==> src/rtl/sopc_bus_pkg.sv <==
// rtl/sopc_bus_pkg.sv - shared types and limits for the SOPC memory arbiter
package sopc_bus_pkg;

  typedef enum logic [1:0] {
    ST_IDLE   = 2'd0,
    ST_ACCESS = 2'd1,
    ST_RESP   = 2'd2
  } arb_state_e;

  localparam int MAX_MASTERS = 8;
  localparam int MAX_WAIT    = 15;

  // Index/counter widths never collapse to zero bits.
  function automatic int clog2_min1(input int value);
    return (value <= 2) ? 1 : $clog2(value);
  endfunction

endpackage

==> src/rtl/rr_arbiter.sv <==
// rtl/rr_arbiter.sv - combinational round-robin grant selection
// ARB_FIXED_PRIO_EN: lowest index wins and the pointer input is dropped.
module rr_arbiter
  import sopc_bus_pkg::*;
#(
  parameter int N     = 2,
  parameter int IDX_W = 1
) (
  input  logic [N-1:0]     req_i,
`ifndef ARB_FIXED_PRIO_EN
  input  logic [IDX_W-1:0] ptr_i,
`endif
  output logic [N-1:0]     gnt_o,
  output logic [IDX_W-1:0] idx_o,
  output logic             valid_o
);

`ifdef ARB_FIXED_PRIO_EN
  always_comb begin
    gnt_o   = '0;
    idx_o   = '0;
    valid_o = 1'b0;
    for (int i = N - 1; i >= 0; i--) begin
      if (req_i[i]) begin
        gnt_o    = '0;
        gnt_o[i] = 1'b1;
        idx_o    = IDX_W'(i);
        valid_o  = 1'b1;
      end
    end
  end
`else
  // Search order is ptr+1, ptr+2, ... so the last winner is visited last.
  always_comb begin
    gnt_o   = '0;
    idx_o   = '0;
    valid_o = 1'b0;
    for (int k = 1; k <= N; k++) begin
      for (int i = 0; i < N; i++) begin
        if (!valid_o && req_i[i] && (i == (int'(ptr_i) + k) % N)) begin
          gnt_o[i] = 1'b1;
          idx_o    = IDX_W'(i);
          valid_o  = 1'b1;
        end
      end
    end
  end
`endif

endmodule

==> src/rtl/sopc_mem_arbiter.sv <==
// rtl/sopc_mem_arbiter.sv - N-master arbiter in front of one synchronous single-port RAM
// ARB_FIXED_PRIO_EN selects fixed priority instead of round-robin.
module sopc_mem_arbiter
  import sopc_bus_pkg::*;
#(
  parameter int NUM_MASTERS = 2,
  parameter int ADDR_W      = 32,
  parameter int DATA_W      = 32,
  parameter int WAIT_STATES = 1
) (
  input  logic                            clk,
  input  logic                            rst,
  input  logic [NUM_MASTERS-1:0]          m_req,
  input  logic [NUM_MASTERS-1:0]          m_we,
  input  logic [NUM_MASTERS*ADDR_W-1:0]   m_addr,
  input  logic [NUM_MASTERS*DATA_W/8-1:0] m_sel,
  input  logic [NUM_MASTERS*DATA_W-1:0]   m_wdata,
  output logic [DATA_W-1:0]               m_rdata,
  output logic [NUM_MASTERS-1:0]          m_ack,
  output logic                            mem_ce,
  output logic                            mem_we,
  output logic [ADDR_W-1:0]               mem_addr,
  output logic [DATA_W/8-1:0]             mem_sel,
  output logic [DATA_W-1:0]               mem_wdata,
  input  logic [DATA_W-1:0]               mem_rdata
);

  localparam int IDX_W = clog2_min1(NUM_MASTERS);
  localparam int CNT_W = clog2_min1(WAIT_STATES + 1);
  localparam int SEL_W = DATA_W / 8;

  arb_state_e               state_q;
  logic [CNT_W-1:0]         cnt_q;
  logic [NUM_MASTERS-1:0]   gnt_q;
  logic [NUM_MASTERS-1:0]   ack_q;
  logic                     xfer_we_q;
  logic [DATA_W-1:0]        rdata_q;
  logic                     ce_q;
  logic                     we_q;
  logic [ADDR_W-1:0]        addr_q;
  logic [SEL_W-1:0]         sel_q;
  logic [DATA_W-1:0]        wdata_q;

  logic [NUM_MASTERS-1:0]   arb_gnt;
  logic [IDX_W-1:0]         arb_idx;
  logic                     arb_valid;

`ifndef ARB_FIXED_PRIO_EN
  logic [IDX_W-1:0]         ptr_q;
  logic [IDX_W-1:0]         g_q;
`endif

  rr_arbiter #(
    .N     (NUM_MASTERS),
    .IDX_W (IDX_W)
  ) u_arb (
    .req_i   (m_req),
`ifndef ARB_FIXED_PRIO_EN
    .ptr_i   (ptr_q),
`endif
    .gnt_o   (arb_gnt),
    .idx_o   (arb_idx),
    .valid_o (arb_valid)
  );

  always_ff @(posedge clk or negedge rst) begin
    if (!rst) begin
      state_q   <= ST_IDLE;
      cnt_q     <= '0;
      gnt_q     <= '0;
      ack_q     <= '0;
      xfer_we_q <= 1'b0;
      rdata_q   <= '0;
      ce_q      <= 1'b0;
      we_q      <= 1'b0;
      addr_q    <= '0;
      sel_q     <= '0;
      wdata_q   <= '0;
`ifndef ARB_FIXED_PRIO_EN
      ptr_q     <= IDX_W'(NUM_MASTERS - 1);
      g_q       <= '0;
`endif
    end else begin
      case (state_q)
        ST_IDLE: begin
          ack_q <= '0;
          // The granted request is captured here; later master changes are ignored.
          if (arb_valid) begin
            gnt_q     <= arb_gnt;
            cnt_q     <= CNT_W'(WAIT_STATES);
            xfer_we_q <= m_we[arb_idx];
            ce_q      <= 1'b1;
            we_q      <= m_we[arb_idx];
            addr_q    <= m_addr[arb_idx*ADDR_W +: ADDR_W];
            sel_q     <= m_sel[arb_idx*SEL_W +: SEL_W];
            wdata_q   <= m_wdata[arb_idx*DATA_W +: DATA_W];
`ifndef ARB_FIXED_PRIO_EN
            g_q       <= arb_idx;
`endif
            state_q   <= ST_ACCESS;
          end
        end
        ST_ACCESS: begin
          if (cnt_q == '0) begin
            ce_q    <= 1'b0;
            we_q    <= 1'b0;
            addr_q  <= '0;
            sel_q   <= '0;
            wdata_q <= '0;
            ack_q   <= gnt_q;
            state_q <= ST_RESP;
          end else begin
            cnt_q <= cnt_q - CNT_W'(1);
          end
        end
        ST_RESP: begin
          ack_q <= '0;
          if (!xfer_we_q) begin
            rdata_q <= mem_rdata;
          end
`ifndef ARB_FIXED_PRIO_EN
          ptr_q   <= g_q;
`endif
          state_q <= ST_IDLE;
        end
        default: begin
          state_q <= ST_IDLE;
        end
      endcase
    end
  end

  // RAM data arrives in the ack cycle, so it bypasses the holding register there.
  assign m_rdata   = (state_q == ST_RESP && !xfer_we_q) ? mem_rdata : rdata_q;
  assign m_ack     = ack_q;
  assign mem_ce    = ce_q;
  assign mem_we    = we_q;
  assign mem_addr  = addr_q;
  assign mem_sel   = sel_q;
  assign mem_wdata = wdata_q;

endmodule

==> config.mk <==
export PLATFORM = sky130hd
export DESIGN_NAME = sopc_mem_arbiter
export DESIGN_NICKNAME = d
export VERILOG_FILES = /design/src/rtl/sopc_bus_pkg.sv /design/src/rtl/rr_arbiter.sv /design/src/rtl/sopc_mem_arbiter.sv
export SDC_FILE = /design/constraint.sdc
export NUM_CORES = 1
export LEC_CHECK = 0
export BUFFER_PORTS_ARGS = -buffer_cell sky130_fd_sc_hd__buf_2
export CORE_MARGIN = 3
export CORE_UTILIZATION = 44
export CTS_CLUSTER_SIZE = 12
export DETAILED_ROUTE_END_ITERATION = 10
export GPL_TIMING_DRIVEN = 0
export PLACE_DENSITY = 0.8
export SYNTH_ARGS = -nofsm -noshare
export SYNTH_HDL_FRONTEND = slang
export SYNTH_SLANG_ARGS = --single-unit
==> constraint.sdc <==
create_clock -name clk -period 2 [get_ports clk]
set_clock_uncertainty 0.05 [all_clocks]
set_input_delay 0.1 -clock clk [delete_from_list [all_inputs] [get_ports clk]]
set_output_delay 0.1 -clock clk [all_outputs]
set_load 0.02 [all_outputs]
==> impl_metrics.csv, run 1 <==
group,metric,value,unit
die,dieHeight,111,µm
yosys,synth_fp_nets,512,
run_status,run_status,"aborted with a tool error",
yosys,synth_top_family_by_area,"multiplexers",
yosys,ys_seq_area_share,58.3,%
die,ios,278,
yosys,synth_fa_ha_area_share,0,%
cts,cts_buffers,9,
die,die_x,111,µm
yosys,syn_avg_cell_area,14.2,µm²
yosys,async_reset_ff_share,100,%
placement,dp_hpwl,10200,µm
placement,place_area,6390,µm²
die,rows,37,
yosys,netlist_area,4810,µm²
yosys,post-synth-top-count-cell,"dfrtp_1",
yosys,synth-simple-area-share,1.17,%
yosys,synth_warnings,0,
yosys,synth_edf_count,0,
yosys,yosys.area.top_type,"dfrtp_1",
yosys,yosys-mux-area-fraction,22.4,%
yosys,synth_compound_area_share,14.1,%
cts,cts_max_path_buffers,2,
cts,clockRootBuffer,"clkbuf_8",
run_status,error_line,"[ERROR RSZ-0060] Max buffer count reached.",
run_status,haltStage,"clock tree synthesis (4_1_cts)",
die,initial_core_util,45.9,%
placement,port_buffers,277,
placement,globalplace.congestion,0.917,
yosys,synthCells,338,
yosys,synth_top_area_share,57.8,%
placement,dp_cells,752,
yosys,ys_types,25,
cts,ctsHoldBuffers,155,
yosys,synth_flop_cell,"dfrtp_1",
yosys,synth-xor-area-share,0,%
cts,h-tree-depth,3,
cts,cts_sinks,112,
yosys,synth-seq-cells,112,
yosys,yosys-top-cells-area,"dfrtp_1 58%, mux2i_1 15%, o2bb2ai_1 13%",
cts,cts_setup_buffers,4,
cts,post_cts_resized,43,
yosys,synthTopCellsByCount,"111 x dfrtp_1, 70 x mux2i_1, 69 x o2bb2ai_1",
[through the flow]
step | worst slack, ns | hold WS [ns]
global placement | -0.405 | 0.298
detailed placement | 0.136 | 0.151
floorplan | 0.406 | -0.246
[cells by family after synthesis]
kind of cell	count (synthesis)
DFF	112
muxes	103
AOI/OAI and AO/OA	80
buffers and inverters	32
and+or+nand+nor	11
==> run 2, diff against run 1 <==
CORE_UTILIZATION = 40   (was 44)
CTS_CLUSTER_SIZE = default   (was 12)
PLACE_DENSITY = default   (was 0.8)
PLACE_DENSITY_LB_ADDON = 0.15   (was default)
==> impl_metrics.csv, run 2 <==
group,metric,value,unit
die,rows,39,
power_and_ir_drop,p_leak,4.28,nW
cts,clockRootBuffer,"clkbuf_16",
sta,tightest_slew,0.667,ns
die,initial_core_util,41.6,%
sta,setup_viol,8,
grt,grt_pass1_wl,26100,µm
sta,fin_crit_sh,100,%
sta,rsz0062_at_grt,"true",
cts,clk_pin_slew,0.07,ns
detailed_routing,wl_per_cell,18.4,µm
run_status,run_status,"complete, but fails checks",
yosys,synth_top_area_share,57.8,%
cells_and_area,final_cells,930,
die,ios,278,
grt,grt_usage,25.5,%
grt,grt_pass1_vias,5084,
critical_path,critPathRequiredTime,1.85,ns
placement,globalplace.congestion,0.746,
cells_and_area,diodes,0,
run_status,violations,"negative setup slack",
cells_and_area,fin_area,8490,µm²
placement,place_area,6400,µm²
critical_path,cp-end-kind,"primary output",
sta,fmax,0.498,GHz
grt,antenna_found_initial,0,
detailed_routing,detail-route-antenna-nets,0,
critical_path,crit_arrival,1.86,ns
yosys,post-synth-top-count-cell,"dfrtp_1",
cts,cts_max_path_buffers,2,
yosys,synth-seq-cells,112,
cts,h-tree-depth,3,
critical_path,cpPeakStageDelay,0.44,ns
yosys,synth_fp_nets,512,
power_and_ir_drop,vdd_drop_max,1130,µV
grt,grt_max_degree,64,
yosys,yosys.area.top_type,"dfrtp_1",
detailed_routing,vias,4696,
yosys,synth_top_family_by_area,"multiplexers",
die,die_x,116,µm
yosys,synthTopCellsByCount,"111 x dfrtp_1, 70 x mux2i_1, 69 x o2bb2ai_1",
placement,dp_cells,759,
run,maxCapViolCount,0,
yosys,synth_edf_count,0,
yosys,async_reset_ff_share,100,%
cells_and_area,area_growth,76.7,%
yosys,ys_types,25,
yosys,netlist_area,4810,µm²
cts,cts_sinks,112,
cells_and_area,drive_gt1_share,46.3,%
placement,port_buffers,277,
sta,slew_violations,0,
worst_hold_path,hold_path_class,"in2reg",
yosys,synth_fa_ha_area_share,0,%
power_and_ir_drop,total_power,12.0,mW
yosys,synth_compound_area_share,14.1,%
detailed_routing,drt_iter0_markers,223,
detailed_routing,dr.pass1.iters,4,
detailed_routing,viasPerCell,5.05,
die,dieHeight,116,µm
sta,period_needed,2.01,ns
yosys,synthCells,338,
sta,hold_viol_final,0,
sta,timing.final.ws_setup,-0.00898,ns
detailed_routing,wirelength,17100,µm
cts,cts_buffers,9,
yosys,synth_warnings,0,
yosys,ys_seq_area_share,58.3,%
sta,fin_tns_setup,-0.0349,ns
power_and_ir_drop,power_density,1410,nW/µm²
detailed_routing,drc,0,
die,coreArea,11600,µm²
die,dieArea,13400,µm²
critical_path,cp_slowest_cell,"dfrtp_2",
cells_and_area,final_cell_mix,"261 x buf_2, 145 x dlygate4sd3_1, 110 x dfrtp_1, 69 x mux2i_1, 69 x o2bb2ai_1",
yosys,synth-simple-area-share,1.17,%
yosys,synth-xor-area-share,0,%
yosys,syn_avg_cell_area,14.2,µm²
placement,dp_hpwl,10100,µm
cts,clk_latency,0.35,ns
critical_path,path_class,"reg2out",
critical_path,reg2reg_setup_slack,0.10,ns
yosys,yosys-top-cells-area,"dfrtp_1 58%, mux2i_1 15%, o2bb2ai_1 13%",
critical_path,cp_max_fo,10,
cells_and_area,nFillCells,768,
yosys,synth_flop_cell,"dfrtp_1",
sta,maxSlewHeadroom,55.5,%
cells_and_area,mostFrequentLayoutCell,"buf_2",
critical_path,worstSetupStartpointType,"flip-flop",
grt,grt_overflow,0,
cells_and_area,fin_nets,956,
yosys,yosys-mux-area-fraction,22.4,%
cts,cts_tree,"done",
critical_path,crit_chain,"nor2b_4, and2_4, buf_12, mux2_2, buf_4",
## run 2: cell counts after synthesis
Identical to the previous run, type by type.
## run 2: worst max-delay path: cells and delay by family, from the launching register on
kind	cells	cell delay (ns)
muxes	1	0.36
DFF	1	0.44
and+or+nand+nor	2	0.37
buffers and inverters	2	0.32
## run 2: through the flow
step / hold WS [ns] / setup slack (ns) / utilization [%]
3_3_place_gp: 0.297 / -0.470 / 55.1
2_1_floorplan: -0.246 / 0.406 / -
4_1_cts: 0.000235 / -0.0575 / 72.6
3_5_place_dp: 0.115 / 0.0933 / 55.4
6_report: 0.00384 / -0.00898 / 73.4
5_1_grt: 0.00319 / -0.0852 / 73.4
## run 2: cell families (layout without fill, tap and decap cells)
group | Yosys count | after routing
buffers and inverters | 32 | 481
flip-flops | 112 | 112
AND/OR/NAND/NOR | 11 | 11
AO/OA/AOI/OAI | 80 | 80
multiplexers | 103 | 103
## run 2: power breakdown
group | switching (mW) | internal (mW) | leakage (nW) | total [mW]
registers | 0.498 | 3.30 | 1.40 | 3.79
logic | 3.48 | 2.77 | 2.73 | 6.25
clock network | 0.820 | 1.10 | 0.150 | 1.92
## run 2: cell type report
cell class              count  area (µm²)  area share [%]
inverters                   4        15.0           0.177
flip-flops and latches    112        2810            33.0
clock buffers              11         233            2.74
well taps                 143         179            2.11
repair buffers            434        3090            36.4
multi-input cells         194        1880            22.2
clock inverters             5        81.3           0.958
plain buffers              27         206            2.43
## run 2: final timing paths
kind	start	endpoint	cells after the start
max	state_q[0]$_DFFE_PN0P_	m_rdata[21]	5
min	m_addr[21]	mem_addr[21]$_DFFE_PN0P_	3
max reg2reg	ptr_q$_DFFE_PN1N_	mem_wdata[26]$_DFFE_PN0P_	6
min reg2reg	g_q$_DFFE_PN0P_	g_q$_DFFE_PN0P_	1
max in group asynchronous	rst	ptr_q$_DFFE_PN1N_	3
min in group asynchronous	rst	rdata_q[1]$_DFFE_PN0P_	2
## run 2: what timing repair did
item,CTS,global route
hold endpoints to repair,138,0
pin swaps,1,0
resized for setup,45,31
setup buffers,7,3
hold buffers,145,0
cloned,1,0
setup endpoints to repair,32,49
## run 2: layer usage
metal / GRT usage [%] / part of all wire (%) / up-vias
met4: 10.8 / 3.9 / 0
met3: 8.09 / 7.8 / 53
li1: - / - / 2140
met5: 0 / 0 / -
met1: 27.9 / 36 / 2268
met2: 45.7 / 52 / 235
Power figures use the tool's default switching activity.
